==> config.mk <==
export PLATFORM = sky130hd
export DESIGN_NAME = uart_tx_responder
export DESIGN_NICKNAME = d
export VERILOG_FILES = /design/src/rtl/uart_tx_responder.sv
export SDC_FILE = /design/constraint.sdc
export NUM_CORES = 1
export LEC_CHECK = 0
export ABC_CLOCK_PERIOD_IN_PS = 3880
export CORE_MARGIN = 8
export CORE_UTILIZATION = 45
export DETAILED_ROUTE_END_ITERATION = 6
export DONT_BUFFER_PORTS = 1
export HOLD_SLACK_MARGIN = 0.15
export PLACE_DENSITY = 0.72
export SLEW_MARGIN = 20
export SYNTH_ARGS = -nofsm -noshare
export SYNTH_HDL_FRONTEND = slang
export SYNTH_SLANG_ARGS = --single-unit
==> constraint.sdc <==
create_clock -name clk -period 3.88 [get_ports clk]
set_input_delay 0.776 -clock clk [delete_from_list [all_inputs] [get_ports clk]]
set_output_delay 0.776 -clock clk [all_outputs]
set_load 0.03 [all_outputs]
==> src/rtl/uart_tx_responder.sv <==
// Memory-mapped UART transmitter with a TX FIFO; 8N1 frames on uart_tx.
// Define UART_TX_PARITY_EN to add an even parity bit between data and stop (8E1).
module uart_tx_responder #(
  parameter int          FIFO_DEPTH  = 8,
  parameter logic [15:0] DEFAULT_DIV = 16'd434
) (
  input  logic        clk,
  input  logic        rst,
  input  logic [31:0] uart_addr,
  input  logic [31:0] uart_wrdata,
  input  logic        uart_wren,
  output logic [31:0] uart_rddata,
  output logic        uart_tx,
  output logic        uart_busy
);
  localparam int PTR_W = $clog2(FIFO_DEPTH);
  localparam int CNT_W = PTR_W + 1;
  localparam logic [CNT_W-1:0] DEPTH_C = CNT_W'(FIFO_DEPTH);
`ifdef UART_TX_PARITY_EN
  localparam logic PARITY_FLAG = 1'b1;
`else
  localparam logic PARITY_FLAG = 1'b0;
`endif

  typedef enum logic [2:0] {
    IDLE  = 3'd0,
    START = 3'd1,
    DATA  = 3'd2,
`ifdef UART_TX_PARITY_EN
    PARITY = 3'd4,
`endif
    STOP  = 3'd3
  } state_t;

`ifdef UART_TX_PARITY_EN
  function automatic logic even_parity(input logic [7:0] d);
    return ^d;
  endfunction
`endif

  logic [7:0]       fifo_mem_r [FIFO_DEPTH];
  logic [PTR_W-1:0] wr_ptr_r, rd_ptr_r;
  logic [CNT_W-1:0] count_r, count_s;
  logic             overflow_r, overflow_s;
  logic [15:0]      baud_div_r;
  state_t           state_r, state_s;
  logic [7:0]       shift_r, shift_s, head_s;
  logic [15:0]      bit_div_r, bit_div_s, baud_cnt_r, baud_cnt_s;
  logic [2:0]       bit_idx_r, bit_idx_s;
  logic             tx_r, tx_s, busy_r;
`ifdef UART_TX_PARITY_EN
  logic             parity_r;
`endif
  logic [1:0]       reg_sel_s;
  logic             push_s, push_ok_s, pop_s, load_s, tick_s;
  logic             fifo_full_s, fifo_empty_s;
  logic [31:0]      status_s;
  logic             unused_bits_s;

  assign reg_sel_s     = uart_addr[3:2];
  assign push_s        = uart_wren && (reg_sel_s == 2'd0);
  assign fifo_full_s   = (count_r == DEPTH_C);
  assign fifo_empty_s  = (count_r == {CNT_W{1'b0}});
  assign push_ok_s     = push_s && (!fifo_full_s || pop_s);
  assign head_s        = fifo_mem_r[rd_ptr_r];
  assign tick_s        = (baud_cnt_r == 16'd0);
  assign unused_bits_s = ^{uart_addr[31:4], uart_addr[1:0], uart_wrdata[31:16]};

  // FIFO occupancy and sticky overflow next-state
  always_comb begin
    count_s    = count_r;
    overflow_s = overflow_r;
    case ({push_ok_s, pop_s})
      2'b10:   count_s = count_r + {{(CNT_W-1){1'b0}}, 1'b1};
      2'b01:   count_s = count_r - {{(CNT_W-1){1'b0}}, 1'b1};
      default: count_s = count_r;
    endcase
    // A dropped push in the same cycle as a clear keeps the flag set.
    if (push_s && fifo_full_s && !pop_s) begin
      overflow_s = 1'b1;
    end else if (uart_wren && (reg_sel_s == 2'd1) && uart_wrdata[3]) begin
      overflow_s = 1'b0;
    end else begin
      overflow_s = overflow_r;
    end
  end

  // Frame sequencer: next state, baud counter, shift register, pop request
  always_comb begin
    state_s    = state_r;
    shift_s    = shift_r;
    bit_div_s  = bit_div_r;
    bit_idx_s  = bit_idx_r;
    baud_cnt_s = tick_s ? 16'd0 : (baud_cnt_r - 16'd1);
    load_s     = 1'b0;
    pop_s      = 1'b0;
    case (state_r)
      IDLE: load_s = !fifo_empty_s;
      START: begin
        if (tick_s) begin
          state_s    = DATA;
          bit_idx_s  = 3'd0;
          baud_cnt_s = bit_div_r - 16'd1;
        end else begin
          state_s = START;
        end
      end
      DATA: begin
        if (tick_s) begin
          baud_cnt_s = bit_div_r - 16'd1;
          if (bit_idx_r == 3'd7) begin
`ifdef UART_TX_PARITY_EN
            state_s = PARITY;
`else
            state_s = STOP;
`endif
          end else begin
            shift_s   = {1'b0, shift_r[7:1]};
            bit_idx_s = bit_idx_r + 3'd1;
          end
        end else begin
          state_s = DATA;
        end
      end
`ifdef UART_TX_PARITY_EN
      PARITY: begin
        if (tick_s) begin
          state_s    = STOP;
          baud_cnt_s = bit_div_r - 16'd1;
        end else begin
          state_s = PARITY;
        end
      end
`endif
      STOP: begin
        if (tick_s) begin
          if (!fifo_empty_s) begin
            load_s = 1'b1;
          end else begin
            state_s = IDLE;
          end
        end else begin
          state_s = STOP;
        end
      end
      default: state_s = IDLE;
    endcase
    // Divisor is sampled only at frame start, so mid-frame BAUDDIV writes wait.
    if (load_s) begin
      pop_s      = 1'b1;
      state_s    = START;
      shift_s    = head_s;
      bit_div_s  = baud_div_r;
      baud_cnt_s = baud_div_r - 16'd1;
    end else begin
      pop_s = 1'b0;
    end
  end

  // Line level for the upcoming cycle, registered below
  always_comb begin
    tx_s = 1'b1;
    case (state_s)
      START:   tx_s = 1'b0;
      DATA:    tx_s = shift_s[0];
`ifdef UART_TX_PARITY_EN
      PARITY:  tx_s = parity_r;
`endif
      default: tx_s = 1'b1;
    endcase
  end

  // FIFO storage, pointers, count, overflow and divisor register
  always_ff @(posedge clk or negedge rst) begin
    if (!rst) begin
      for (int i = 0; i < FIFO_DEPTH; i++) fifo_mem_r[i] <= 8'd0;
      wr_ptr_r   <= {PTR_W{1'b0}};
      rd_ptr_r   <= {PTR_W{1'b0}};
      count_r    <= {CNT_W{1'b0}};
      overflow_r <= 1'b0;
      baud_div_r <= DEFAULT_DIV;
    end else begin
      if (push_ok_s) begin
        fifo_mem_r[wr_ptr_r] <= uart_wrdata[7:0];
        wr_ptr_r             <= wr_ptr_r + {{(PTR_W-1){1'b0}}, 1'b1};
      end
      if (pop_s) rd_ptr_r <= rd_ptr_r + {{(PTR_W-1){1'b0}}, 1'b1};
      count_r    <= count_s;
      overflow_r <= overflow_s;
      if (uart_wren && (reg_sel_s == 2'd2)) begin
        baud_div_r <= (uart_wrdata[15:0] == 16'd0) ? 16'd1 : uart_wrdata[15:0];
      end
    end
  end

  // Sequencer state and registered line/busy outputs
  always_ff @(posedge clk or negedge rst) begin
    if (!rst) begin
      state_r    <= IDLE;
      shift_r    <= 8'd0;
      bit_div_r  <= DEFAULT_DIV;
      baud_cnt_r <= 16'd0;
      bit_idx_r  <= 3'd0;
      tx_r       <= 1'b1;
      busy_r     <= 1'b0;
`ifdef UART_TX_PARITY_EN
      parity_r   <= 1'b0;
`endif
    end else begin
      state_r    <= state_s;
      shift_r    <= shift_s;
      bit_div_r  <= bit_div_s;
      baud_cnt_r <= baud_cnt_s;
      bit_idx_r  <= bit_idx_s;
      tx_r       <= tx_s;
      busy_r     <= (state_s != IDLE) || (count_s != {CNT_W{1'b0}});
`ifdef UART_TX_PARITY_EN
      if (load_s) parity_r <= even_parity(head_s);
`endif
    end
  end

  assign status_s = {23'd0, PARITY_FLAG, 4'(count_r), overflow_r,
                     (state_r != IDLE), fifo_empty_s, fifo_full_s};

  // Combinational register read-back
  always_comb begin
    uart_rddata = 32'd0;
    case (reg_sel_s)
      2'd1:    uart_rddata = status_s;
      2'd2:    uart_rddata = {16'd0, baud_div_r};
      default: uart_rddata = 32'd0;
    endcase
  end

  assign uart_tx   = tx_r;
  assign uart_busy = busy_r;
endmodule

==> impl_metrics.csv, run 1 <==
group,metric,value,unit
global_route,grt_pass1_vias,5133,
global_route,antenna_found_initial,0,
placement,pre_cts_ws,0.128,ns
synthesis,synthesis.area,7470,um^2
global_route,grt_pass1_wl,27.3,mm
clocking,clk_latency,0.42,ns
clocking,htree_levels,4,
timing,rsz0062_at_grt,"no",
die,pin_count,101,
timing,final.min_clock_period,3.73,ns
timing,drv_slew,0,
clocking,clock_sinks,139,
critical_path,crit_arrival,4.03,ns
synthesis,ys.flop_type,"dfrtp_1",
global_route,grt_max_degree,129,
critical_path,critPathRequiredTime,4.18,ns
synthesis,synth_cell_types,61,
clocking,cts.clk_slew.worst_paths,0.06,ns
drt,drc_errors,0,
drt,first_pass_iters,5,
drt,vias_per_cell,5.66,
drt,finalWirelength,17.0,mm
pwr,cellPowerDensity,753,nW/um^2
critical_path,r2r_start,"baud_cnt_r[0]$_DFF_PN0_",
clocking,numCtsBuffers,17,
placement,post_dp_cell_area,7590,um^2
pwr,vdd_drop_max,419,uV
critical_path,crit_family,"simple AND/OR/NAND/NOR gates",
timing,setup_slack,0.150,ns
placement,gp_congestion,0.810,
drt,drt_iter0_drc,376,
timing,setup_viol,0,
synthesis,ys_seq_area_share,46.7,%
critical_path,critical_path.endpoint_type,"flip-flop",
die,start_util,45.5,%
placement,dp_hpwl,11.6,mm
synthesis,syn_area_per_cell,11.2,um^2
die,dieArea,21000,um^2
synthesis,yosysWarnings,0,
final_layout,syn_to_final_growth,9.76,%
drt,wl_per_cell,19.0,um
global_route,globalRouteTotalUtil,17.0,%
critical_path,reg2reg_slack,0.15,ns
drt,ant_nets,0,
critical_path,max_stage_delay,0.59,ns
synthesis,synth_top_cell_area_share,42.9,%
synthesis,ys_top_cells_by_area,"dfrtp_1 43%, mux2_2 7.7%, mux4_2 4.8%, nand2_1 4.0%, dfstp_2 3.9%",
clocking,cts_tree,"yes",
synthesis,yosys-top-cells-count,"128 x dfrtp_1, 79 x nand2_1, 51 x mux2_2",
die,fp.dieW,145,um
timing,hold_viol,0,
synthesis,ys_async_sr_fraction,100,%
final_layout,fillers,1404,
clocking,clockBufferDepth,2,
synthesis,synth_edf_count,0,
synthesis,synth_most_common_cell,"dfrtp_1",
timing,clock_skew,0.00641,ns
clocking,root_buffer,"clkbuf_16",
hold_path,hold_class,"input port to async pin",
die,die_h,145,um
timing,hold_slack,0.204,ns
final_layout,diodes,0,
synthesis,yosysTopAreaCell,"dfrtp_1",
critical_path,reg2reg_to,"uart_busy$_DFF_PN0_",
outcome,status,"finished clean",
synthesis,ys_seq_elements,139,
die,fp.coreArea,16400,um^2
critical_path,crit_slowest_cell,"or4_4",
critical_path,cp_num_buf_inv,2,
job,max-cap-violations,0,
timing,fmax,268,MHz
final_layout,finish.utilization,50.0,%
timing,period_share,96.1,%
global_route,overflow,0,
timing,timing.slew.headroom,38.6,%
pwr,p_leak,3.59,nW
critical_path,critPathLaunchType,"flip-flop",
critical_path,path_max_fanout,5,
die,num_rows,47,
timing,fin_setup_tns,0,ns
timing,worst_pin_slew,0.921,ns
final_layout,drive_gt1_share,23.7,%
final_layout,layout.nets,742,
critical_path,path_class,"flip-flop to flip-flop",
drt,dr_total_vias,5056,
critical_path,reg2reg_depth,16,
placement,io_buffers,0,
final_layout,final_area,8200,um^2
critical_path,cp_cell_sequence,"inv_2 -> ha_1 -> or4b_4 -> or4_4 -> or4_4 -> a21oi_4 -> inv_1 -> ha_4 -> xor2_1 -> ha_1 -> a21oi_2 -> xnor2_1 -> nand2b_1 -> xnor2_1 -> nor3_2 -> nand3b_1",
synthesis,synthCells,669,
==> cells by family (layout without fill, tap and decap cells) <==
kind of cell	Yosys count	after routing	synth area share, %
DFF	139	139	46.7
buffers and inverters	67	56	4.97
xor gates and xnor gates	40	40	4.69
adders and majority gates	14	14	2.34
AOI/OAI and AO/OA	90	90	8.69
other	1	17	0.0502
muxes	94	94	17.2
and+or+nand+nor	224	224	15.3
==> report_power, final <==
part | leakage (nW) | total (mW) | switching, mW | internal, mW
Clock | 0.290 | 1.57 | 0.585 | 0.988
Combinational | 1.57 | 1.95 | 0.896 | 1.06
Sequential | 1.73 | 2.65 | 0.607 | 2.04
==> through the flow <==
step	std cells	power (mW)
floorplan	685	4.15
detailed placement	861	4.58
global placement	861	4.44
global route	894	6.52
finish	894	6.17
CTS	894	6.19
==> repair_timing <==
item                                    4_1_cts  5_1_grt
buffers inserted                              0        0
endpoints found under the setup margin        0        1
endpoints found under the hold margin       128        0
hold buffers                                  1        0
gates resized for setup                       0        1
==> area by class of cell <==
| cell class | instances | area [um^2] | area share, % |
|---|---|---|---|
| inverter | 12 | 50.0 | 0.610 |
| timing repair buffer | 12 | 110 | 1.34 |
| multi-input combinational | 479 | 3700 | 45.1 |
| tap | 220 | 275 | 3.36 |
| sequential | 139 | 3490 | 42.6 |
| clock inverter | 9 | 95.1 | 1.16 |
| clock buffer | 23 | 478 | 5.83 |
==> registers in the layout (all words and copies together), names as in the netlist <==
register and cells:
state_r 3, bit_idx_r 3, uart_busy 1, bit_div_r 16
rd_ptr_r 3, count_r 4, baud_cnt_r 16, shift_r 8
wr_ptr_r 3, uart_tx 1, baud_div_r 16, fifo_mem_r 64
overflow_r 1
==> worst max path at each step <==
| stage | startpoint | to | cells after the start |
|---|---|---|---|
| finish | baud_cnt_r[0]$_DFF_PN0_ | uart_busy$_DFF_PN0_ | 16 |
| global route | baud_cnt_r[1]$_DFF_PN0_ | uart_busy$_DFF_PN0_ | 16 |
| CTS | baud_cnt_r[0]$_DFF_PN0_ | uart_busy$_DFF_PN0_ | 16 |
| detailed placement | baud_cnt_r[0]$_DFF_PN0_ | uart_busy$_DFF_PN0_ | 16 |
| global placement | baud_cnt_r[0]$_DFF_PN0_ | uart_busy$_DFF_PN0_ | 16 |
| floorplan | baud_cnt_r[0]$_DFF_PN0_ | uart_busy$_DFF_PN0_ | 16 |
==> layer usage <==
metal / share of wire (%) / up-vias / global-route usage, % / routed length (um)
met1: 40 / 2529 / 19.6 / 6850
met2: 52 / 140 / 29.5 / 8890
met3: 4.4 / 27 / 3.58 / 756
met5: 0 / - / 0 / 0
met4: 3.1 / 0 / 8.05 / 527
li1: - / 2360 / - / -
==> cell usage in the layout, fill, tap and decap left out, types with 5 or more instances in the layout <==
cell type    n
a211oi_1     6
a21oi_1     16
a221o_1      6
a22o_1      12
a22oi_1      9
a31oi_1      5
and2_1       8
buf_4       11
clkbuf_16   17
clkinv_2     7
conb_1      17
dfrtp_1    128
dfstp_2     11
ha_1        13
inv_1       10
mux2_2      51
mux2_4      16
mux2i_1     11
mux4_2      16
nand2_1     79
nand2b_1     7
nand3_1     11
nor2_1      34
nor2b_1      9
nor3_1      15
nor4_1      17
o21ai_0     17
or3_1       10
or4_1        9
xnor2_1     22
xor2_1      18
No activity file was read; power rests on OpenSTA's default activity.
==> run 2, diff against run 1 <==
- RECOVER_POWER: default -> 25
==> run 2 against run 1 <==
- global-route usage unchanged
- critical path type unchanged
- the run now ends with max-capacitance violations, max-slew violations left
- highest routed layer unchanged
- hold slack got worse by 0.0021 ns
- first-iteration DRC count decreased by 4.3%
==> impl_metrics.csv, run 2 (synthesis results as in run 1) <==
group,metric,value,unit
drt,first_pass_iters,6,
clocking,clock_sinks,139,
timing,fin_setup_tns,0,ns
critical_path,max_stage_delay,0.59,ns
final_layout,fillers,1407,
critical_path,reg2reg_slack,0.14,ns
outcome,violations,"max-capacitance violations, max-slew violations",
critical_path,critical_path.endpoint_type,"flip-flop",
critical_path,cp_cell_sequence,"inv_2 -> ha_1 -> or4b_4 -> or4_4 -> or4_4 -> a21oi_4 -> inv_1 -> ha_4 -> xor2_1 -> ha_1 -> a21oi_2 -> xnor2_1 -> nand2b_1 -> xnor2_1 -> nor3_2 -> nand3b_1",
die,fp.coreArea,16400,um^2
die,die_h,145,um
critical_path,critPathLaunchType,"flip-flop",
clocking,clk_latency,0.42,ns
final_layout,syn_to_final_growth,9.46,%
die,num_rows,47,
die,fp.dieW,145,um
die,start_util,45.5,%
pwr,vdd_drop_max,419,uV
timing,hold_viol,0,
drt,finalWirelength,17.1,mm
placement,io_buffers,0,
critical_path,crit_slowest_cell,"or4_4",
final_layout,mostFrequentLayoutCells,"128 x dfrtp_1, 79 x nand2_1, 51 x mux2_2, 34 x nor2_1, 22 x xnor2_1",
clocking,htree_levels,4,
drt,wl_per_cell,19.1,um
final_layout,regMostFlops,"fifo_mem_r",
placement,gp_congestion,0.810,
clocking,cts_tree,"yes",
timing,fmax,268,MHz
final_layout,finish.utilization,49.8,%
timing,drv_slew,129,
final_layout,diodes,0,
timing,final.min_clock_period,3.74,ns
outcome,status,"finished with violations",
critical_path,reg2reg_depth,16,
global_route,grt_max_degree,129,
die,dieArea,21000,um^2
timing,clock_skew,0.00606,ns
global_route,overflow,0,
drt,ant_nets,0,
timing,setup_viol,0,
drt,dr_total_vias,5051,
critical_path,reg2reg_to,"uart_busy$_DFF_PN0_",
critical_path,path_max_fanout,5,
timing,hold_slack,0.202,ns
die,pin_count,101,
critical_path,critPathRequiredTime,4.18,ns
drt,drt_iter0_drc,360,
final_layout,largest_register_ffs,64,
placement,dp_hpwl,11.6,mm
hold_path,hold_class,"input port to async pin",
final_layout,final_common_cell,"dfrtp_1",
final_layout,drive_gt1_share,23.7,%
drt,drc_errors,0,
clocking,clockBufferDepth,2,
global_route,grt_pass1_vias,5133,
clocking,cts_setup_buffers,0,
global_route,globalRouteTotalUtil,17.0,%
critical_path,path_class,"flip-flop to flip-flop",
clocking,root_buffer,"clkbuf_16",
job,max-cap-violations,1,
clocking,numCtsBuffers,17,
timing,period_share,96.3,%
timing,timing.slew.headroom,-88.2,%
clocking,cts.clk_slew.worst_paths,0.06,ns
timing,rsz0062_at_grt,"no",
pwr,cellPowerDensity,755,nW/um^2
timing,worst_pin_slew,2.82,ns
global_route,antenna_found_initial,0,
pwr,p_leak,3.58,nW
final_layout,layout.nets,742,
global_route,grt_pass1_wl,27.3,mm
critical_path,r2r_start,"baud_cnt_r[0]$_DFF_PN0_",
critical_path,crit_arrival,4.03,ns
drt,vias_per_cell,5.65,
run 2: cell counts in the layout (fill, tap and decap cells not counted):
Identical to the previous run, type by type.
run 2: layer usage:
| metal | up-vias | wire [um] | track usage [%] |
|---|---|---|---|
| li1 | 2365 | - | - |
| met1 | 2543 | 6970 | 19.6 |
| met2 | 115 | 8930 | 29.5 |
| met3 | 28 | 637 | 3.58 |
| met4 | 0 | 533 | 8.05 |
| met5 | - | 0 | 0 |
run 2: what timing repair did:
action                     in CTS  in global routing
resized for setup               0                  1
hold buffers                    1                  0
hold endpoints to repair      128                  0
setup endpoints to repair       0                  1
run 2: worst max-delay path by stage:
stage | from | cells past startpoint | slack [ns] | end
6_report | baud_cnt_r[0]$_DFF_PN0_ | 16 | 0.14 | uart_busy$_DFF_PN0_
5_1_grt | baud_cnt_r[1]$_DFF_PN0_ | 16 | 0.02 | uart_busy$_DFF_PN0_
3_3_place_gp | baud_cnt_r[0]$_DFF_PN0_ | 16 | 0.20 | uart_busy$_DFF_PN0_
3_5_place_dp | baud_cnt_r[0]$_DFF_PN0_ | 16 | 0.13 | uart_busy$_DFF_PN0_
2_1_floorplan | baud_cnt_r[0]$_DFF_PN0_ | 16 | 0.01 | uart_busy$_DFF_PN0_
4_1_cts | baud_cnt_r[0]$_DFF_PN0_ | 16 | 0.12 | uart_busy$_DFF_PN0_
run 2: metrics by stage:
step / cells / setup slack [ns] / instance area (um^2) / power [mW]
2_1_floorplan: 685 / 0.0132 / 7570 / 4.15
3_3_place_gp: 861 / 0.196 / 7590 / 4.44
3_5_place_dp: 861 / 0.128 / 7590 / 4.58
4_1_cts: 894 / 0.124 / 8190 / 6.19
5_1_grt: 894 / 0.0150 / 8180 / 6.52
6_report: 894 / 0.144 / 8180 / 6.17
run 2: area by class of cell:
| type | count | area (um^2) | area share [%] |
|---|---|---|---|
| Clock buffer | 23 | 478 | 5.84 |
| Clock inverter | 9 | 95.1 | 1.16 |
| Inverter | 12 | 50.0 | 0.612 |
| Multi-Input combinational cell | 479 | 3700 | 45.2 |
| Sequential cell | 139 | 3490 | 42.7 |
| Tap cell | 220 | 275 | 3.37 |
| Timing Repair Buffer | 12 | 87.6 | 1.07 |
run 2: report_power, final:
group | switching, mW | internal, mW
registers | 0.607 | 2.04
clock network | 0.588 | 0.988
logic | 0.895 | 1.05
run 2: critical path: cells and delay by family (launching register included):
| kind | cells | cell delay (ns) |
|---|---|---|
| AND/OR/NAND/NOR | 6 | 1.82 |
| adder cells (fa/ha/maj) | 3 | 0.53 |
| XOR/XNOR | 3 | 0.42 |
| flip-flops | 1 | 0.39 |
| AO/OA/AOI/OAI | 2 | 0.27 |
| buffers and inverters | 2 | 0.19 |
==> run 3, diff against run 2 <==
- CORE_UTILIZATION: 45 -> 35
- PLACE_DENSITY: 0.72 -> 0.62
- RECOVER_POWER: 25 -> 100
==> run 3 against run 2 <==
- the run still ends with max-capacitance violations, max-slew violations left
- critical path depth did not move
- non-clock buffer count increased by 4
- setup slack gained 0.12 ns
- combinational power down 7%
- sequential power is essentially flat
- maximum frequency is 3.3% higher
- via count decreased by 1.9%
- first-iteration DRC count shrank 8.3%
- hold slack worse by 0.0091 ns
- critical path type unchanged
- critical endpoint unchanged
- highest routed layer unchanged
==> impl_metrics.csv, run 3 (synthesis results as in run 1) <==
group,metric,value,unit
outcome,status,"finished with violations",
outcome,violations,"max-capacitance violations, max-slew violations",
placement,gp_congestion,0.792,
final_layout,regMostFlops,"fifo_mem_r",
critical_path,max_stage_delay,0.48,ns
placement,io_buffers,0,
die,fp.coreArea,21000,um^2
drt,finalWirelength,16.7,mm
timing,drv_slew,129,
clocking,root_buffer,"clkbuf_16",
die,fp.dieW,162,um
critical_path,crit_arrival,3.91,ns
global_route,grtUsageMet3,3.09,%
timing,period_share,93.2,%
final_layout,mostFrequentLayoutCells,"128 x dfrtp_1, 80 x nand2_1, 51 x mux2_2, 37 x nor2_1, 22 x xnor2_1",
pwr,intPower,3.92,mW
hold_path,hold_class,"input port to async pin",
final_layout,diodes,0,
timing,timing.slew.headroom,-88.9,%
clocking,clk_latency,0.42,ns
critical_path,critPathLaunchType,"flip-flop",
pwr,cellPowerDensity,735,nW/um^2
pwr,vdd_drop_max,353,uV
die,die_h,162,um
final_layout,layout.nets,746,
final_layout,largest_register_ffs,64,
global_route,overflow,0,
final_layout,final_common_cell,"dfrtp_1",
drt,vias_per_cell,5.20,
pwr,p_leak,3.46,nW
placement,dp_hpwl,11.4,mm
timing,worst_pin_slew,2.83,ns
drt,ant_nets,0,
critical_path,crit_family,"simple AND/OR/NAND/NOR gates",
clocking,cts_setup_buffers,0,
clocking,numCtsBuffers,17,
global_route,grt_util_met1,16.1,%
clocking,clockBufferDepth,2,
pwr,pwr-share-seq,44.0,%
global_route,grt_max_degree,129,
global_route,grt_pass1_vias,4986,
timing,setup_viol,0,
drt,dr_total_vias,4956,
clocking,clock_sinks,139,
global_route,grt_busiest_layer,"met2",
timing,hold_slack,0.192,ns
drt,drc_errors,0,
timing,hold_viol,0,
pwr,swShare,34.5,%
global_route,antenna_found_initial,0,
critical_path,path_max_fanout,5,
critical_path,cp_cell_sequence,"inv_2 -> ha_1 -> or4b_1 -> or4_4 -> or4_4 -> a21oi_4 -> inv_1 -> ha_4 -> xor2_1 -> ha_1 -> a21oi_1 -> xnor2_1 -> nand2b_1 -> xnor2_1 -> nor3_2 -> nand3b_1",
pwr,p_comb_share,30.4,%
critical_path,critical_path.endpoint_type,"flip-flop",
global_route,globalRouteTotalUtil,13.2,%
final_layout,syn_to_final_growth,8.86,%
timing,final.min_clock_period,3.62,ns
timing,fin_setup_tns,0,ns
die,dieArea,26300,um^2
critical_path,critPathRequiredTime,4.18,ns
timing,clock_skew,0.0144,ns
clocking,cts_tree,"yes",
clocking,htree_levels,4,
pwr,power.switching,2.06,mW
clocking,cts.clk_slew.worst_paths,0.06,ns
final_layout,drive_gt1_share,19.3,%
timing,rsz0062_at_grt,"no",
global_route,grt_pass1_wl,27.5,mm
die,pin_count,101,
pwr,pwr-share-clk,25.6,%
drt,drt_iter0_drc,330,
timing,fmax,277,MHz
job,max-cap-violations,1,
die,num_rows,53,
critical_path,path_class,"flip-flop to flip-flop",
critical_path,crit_slowest_cell,"or4b_1",
drt,first_pass_iters,4,
critical_path,cp_num_buf_inv,2,
die,start_util,35.5,%
global_route,grt_use_met2,22.1,%
drt,wl_per_cell,17.5,um
## run 3: cell types whose count changed in the layout (fill, tap and decap cells not counted), sizes merged
cell      before  now
buf           12    7
bufinv         2    1
clkbuf        23   29
clkinv         8    6
clkinvlp       0    3
inv           11   14
## run 3: stage by stage
stage               std cells  power, mW  setup WS, ns  utilization [%]  cell area, um^2
floorplan                 685       4.15        0.0132                -             7570
finish                    953       5.98         0.265             38.7             8130
global placement          920       4.49         0.138             36.6             7690
detailed placement        920       4.55         0.113             36.6             7690
CTS                       953       6.14         0.111             39.4             8280
global route              953       6.37        0.0525             38.7             8130
## run 3: timing repair
action	in CTS	in global routing
endpoints found under the hold margin	128	0
hold buffers	1	0
resized for setup	0	1
endpoints found under the setup margin	0	1
## run 3: worst paths after layout
path	start	to	slack, ns	cells past startpoint
min in group clk	overflow_r$_DFFE_PN0P_	overflow_r$_DFFE_PN0P_	0.48	2
min reg2reg	overflow_r$_DFFE_PN0P_	overflow_r$_DFFE_PN0P_	0.48	2
min	rst	baud_div_r[4]$_DFFE_PN1P_	0.19	0
max in group asynchronous	rst	fifo_mem_r[23]$_DFFE_PN0P_	0.93	1
max	baud_cnt_r[0]$_DFF_PN0_	uart_busy$_DFF_PN0_	0.26	16
max reg2reg	baud_cnt_r[0]$_DFF_PN0_	uart_busy$_DFF_PN0_	0.26	16
## run 3: layout make-up
cell class                      count  area, um^2
Clock buffer                       20         447
Clock inverter                     12         115
Fill cell                        2063       12900
Inverter                           12        50.0
Multi-Input combinational cell    479        3600
Sequential cell                   139        3490
Tap cell                          275         344
Timing Repair Buffer               16        85.1
## run 3: power groups by stage
stage / Combinational, mW / Sequential, mW / Clock (mW)
4_1_cts: 1.92 / 2.65 / 1.57
6_report: 1.82 / 2.63 / 1.53
2_1_floorplan: 1.78 / 2.38 / 0
3_3_place_gp: 1.84 / 2.65 / 0
3_5_place_dp: 1.88 / 2.67 / 0
5_1_grt: 2.02 / 2.73 / 1.62
## run 3: metal layers
layer | vias to the layer above | share of wire [%]
li1 | 2368 | -
met1 | 2499 | 44
met2 | 70 | 50
met3 | 19 | 3.9
met4 | 0 | 1.9
met5 | - | 0
==> RTL change 1, RTL diff (flow settings as in run 3) <==
Take the reset off `shift_r` and load it in a clocked block of its own.
--- a/src/rtl/uart_tx_responder.sv
+++ b/src/rtl/uart_tx_responder.sv
@@ -197,7 +197,6 @@
   always_ff @(posedge clk or negedge rst) begin
     if (!rst) begin
       state_r    <= IDLE;
-      shift_r    <= 8'd0;
       bit_div_r  <= DEFAULT_DIV;
       baud_cnt_r <= 16'd0;
       bit_idx_r  <= 3'd0;
@@ -208,7 +207,6 @@
 `endif
     end else begin
       state_r    <= state_s;
-      shift_r    <= shift_s;
       bit_div_r  <= bit_div_s;
       baud_cnt_r <= baud_cnt_s;
       bit_idx_r  <= bit_idx_s;
@@ -220,6 +218,10 @@
     end
   end
 
+  always_ff @(posedge clk) begin
+    shift_r <= shift_s;
+  end
+
   assign status_s = {23'd0, PARITY_FLAG, 4'(count_r), overflow_r,
                      (state_r != IDLE), fifo_empty_s, fifo_full_s};
 
Function: no difference found for any inputs over 4 cycles, from zero or initial values and one cycle with rst low; that may be too few to reach the edited logic, so the function may still have changed.
==> RTL change 1 against run 3 <==
- the run still ends with capacitance limit, slew limit left
- power shrank 0.22%
- sequential cell count is the same
- utilization shrank 0.15 points
- final area shrank 0.71%
- wire length grew 1.7%
- sequential share of layout area grew 0.69 points
- setup slack gained 0.24 ns
- synthesized area shrank 0.33%
- largest cell class is now flip-flops and latches
- highest routed layer unchanged
==> RTL change 1: results (changes against run 3) <==
metric,value,unit,change
drv_slew,121,,was 129
met1_usage,16.1,%,about the same
ys_seq_area_share,47.3,%,was 46.7%
p_int,3.93,mW,was 3.92 mW
dpl_cell_area,7550,um^2,was 7690 um^2
ys_top_cells_by_count,"dfrtp_1 (120), nand2_1 (85), mux2_2 (70), xor2_1 (30), nor2_1 (27)",,"was dfrtp_1 (128), nand2_1 (79), mux2_2 (51), nor2_1 (34), xnor2_1 (22)"
outcome,"complete, but fails checks",,unchanged
buffers_excl_clock,11,,was 16
drv_cap,1,,unchanged
clock_area_share,7.11,%,was 6.91%
dp_cells,907,,was 920
worst_pin_slew,2.65,ns,was 2.83 ns
final_core_util,38.5,%,was 38.7%
postSynthCellCount,664,,was 669
dp_hpwl,11.5,mm,was 11.4 mm
p_comb,1.76,mW,was 1.82 mW
grt_pass1_wl,28.0,mm,was 27.5 mm
wl_met2,8.64,mm,was 8.34 mm
drt-vias-per-instance,5.23,,was 5.20
drive_gt1_share,21.2,%,was 19.3%
fin_nets,733,,was 746
violations,"capacitance limit, slew limit",,unchanged
num-fill-cells,2049,,"was 2,063"
synth.top_cells.by_area,"dfrtp_1 (40%), mux2_2 (11%), mux4_2 (4.8%)",,"was dfrtp_1 (43%), mux2_2 (7.7%), mux4_2 (4.8%)"
r2r_slack,0.51,ns,was 0.26 ns
cp_max_fo,6,,was 5
gp_congestion,0.761,,was 0.792
wl_met3,746,um,was 650 um
max-vdd-ir-drop,0.499,mV,was 0.353 mV
clock_power,1.57,mW,was 1.53 mW
dr.pass1.iters,5,,was 4
crit_arrival,3.67,ns,was 3.91 ns
multi_input_cells,468,,was 479
num-nonclk-inverters,15,,was 12
multi_input_area_share,43.5,%,was 44.3%
-- RTL change 1: cell types whose count changed in the layout (fill, tap and decap cells not counted), moves of 7 or more --
cell / change
dfrtp_1: -9
mux2_2: +19
mux2_1: -16
edfxtp_1: +7
xnor2_1: -9
xor2_1: +12
nor2_1: -8
-- RTL change 1: logic make-up after synthesis --
| logic type | synth area share [%] |
|---|---|
| muxes | 16.5 |
| DFF | 47.3 |
| buffers and inverters | 5.81 |
| other | 0.0504 |
| adders and majority gates | 2.35 |
| xor gates and xnor gates | 5.06 |
| AOI/OAI and AO/OA | 8.22 |
| and+or+nand+nor | 14.7 |
-- RTL change 1: repair_timing --
item	4_1_cts	5_1_grt
hold buffers	1	0
setup buffers	0	0
hold endpoints to repair	120	0
endpoints found under the setup margin	0	0
==> RTL change 2, RTL diff (flow settings as in run 3) <==
Without the edit above. Add a define of `UART_TX_PARITY_EN`.
--- a/src/rtl/uart_tx_responder.sv
+++ b/src/rtl/uart_tx_responder.sv
@@ -1,5 +1,7 @@
 // Memory-mapped UART transmitter with a TX FIFO; 8N1 frames on uart_tx.
 // Define UART_TX_PARITY_EN to add an even parity bit between data and stop (8E1).
+`define UART_TX_PARITY_EN
+
 module uart_tx_responder #(
   parameter int          FIFO_DEPTH  = 8,
   parameter logic [15:0] DEFAULT_DIV = 16'd434
Behaviour: not the same (Yosys sat finds a counterexample within 4 cycles, from zero or initial values and one cycle with rst low).
==> RTL change 2 against run 3 <==
- the flow still finishes with violations (capacitance limit, slew limit)
- wire length rose by 5.9%
- clock skew down 0.0046 ns
- critical path depth is 1 lower
- setup slack worse by 0.063 ns
- sequential cell count increased by 1
- synthesized area grew 1.0%
- final area up 4.1%
- power grew 11%
- critical endpoint unchanged
- largest cell class unchanged
==> RTL change 2: results (changes against run 3) <==
metric,value,unit,change
met1_usage,18.6,%,was 16.1%
drt-vias-per-instance,5.26,,was 5.20
post-route-min-period,3.68,ns,was 3.62 ns
buffers_excl_clock,37,,was 16
violations,"capacitance limit, slew limit",,unchanged
drive_gt1_share,23.8,%,was 19.3%
grt_use_met2,21.1,%,was 22.1%
multi_input_area_share,44.1,%,was 44.3%
drv_slew,175,,was 129
ys_top_cells_by_count,"dfrtp_1 (129), nand2_1 (80), mux2_2 (67), nor2_1 (38), xnor2_1 (31)",,"was dfrtp_1 (128), nand2_1 (79), mux2_2 (51), nor2_1 (34), xnor2_1 (22)"
buffer_area_share,2.91,%,was 1.05%
wl_per_cell,17.8,um,was 17.5 um
nClkBuffers,18,,was 20
ys_seq_area_share,46.6,%,was 46.7%
dp_cells,955,,was 920
pre_cts_ws,-0.0307,ns,was 0.113 ns
multi_input_cells,491,,was 479
dp_hpwl,12.2,mm,was 11.4 mm
seq_area_share,41.6,%,was 42.9%
wl,17.6,mm,was 16.7 mm
switching_share,35.5,%,was 34.5%
grt_pass1_wl,28.7,mm,was 27.5 mm
fin_skew,0.00988,ns,was 0.0144 ns
syn_avg_cell_area,11.0,um^2,was 11.2 um^2
drv_cap,3,,was 1
num-fill-cells,2071,,"was 2,063"
flops_and_latches,140,,was 139
worst-r2r-cell-count,15,,was 16
p_comb,2.45,mW,was 1.82 mW
synth_compound_gate_area_share,8.74,%,was 8.69%
wl_met3,813,um,was 650 um
holdWs,0.192,ns,about the same
r2r_slack,0.20,ns,was 0.26 ns
wl_met1,8.57,mm,was 7.35 mm
outcome,"complete, but fails checks",,unchanged
synthAdderAreaFrac,2.32,%,was 2.34%
max-vdd-ir-drop,0.378,mV,was 0.353 mV
synth_mux_area_share,16.2,%,was 17.2%
wl_met2,7.93,mm,was 8.34 mm
num-nonclk-inverters,15,,was 12
gp_congestion,0.784,,was 0.792
cp_slowest_cell,or4_4,,was or4b_1
grt_pass1_vias,5221,,"was 4,986"
## RTL change 2: cell types whose count changed after synthesis, moves of 3 or more
cell      before  now
nor2_2         3    0
a21oi_1       18   23
mux2_2        51   67
nand3_1       11    8
or3_1         10    3
inv_1         11   14
buf_6          5    0
mux2_4        16    0
clkbuf_1      21   25
a211oi_1       6   10
nor2_1        34   38
buf_4         19   16
xnor2_1       22   31
buf_1          5    9
## RTL change 2: through the flow
| stage | total power, mW | instance area, um^2 |
|---|---|---|
| finish | 6.64 | 8460 |
| global route | 7.08 | 8460 |
| CTS | 6.70 | 8530 |
| detailed placement | 5.09 | 7930 |
| global placement | 5.02 | 7930 |
| floorplan | 4.45 | 7600 |
## RTL change 2: timing repair
item	in CTS	in global routing
hold buffers	1	0
buffers inserted	0	2
setup endpoints to repair	1	1
endpoints found under the hold margin	129	0
pin swaps	0	4
gates resized for setup	1	9
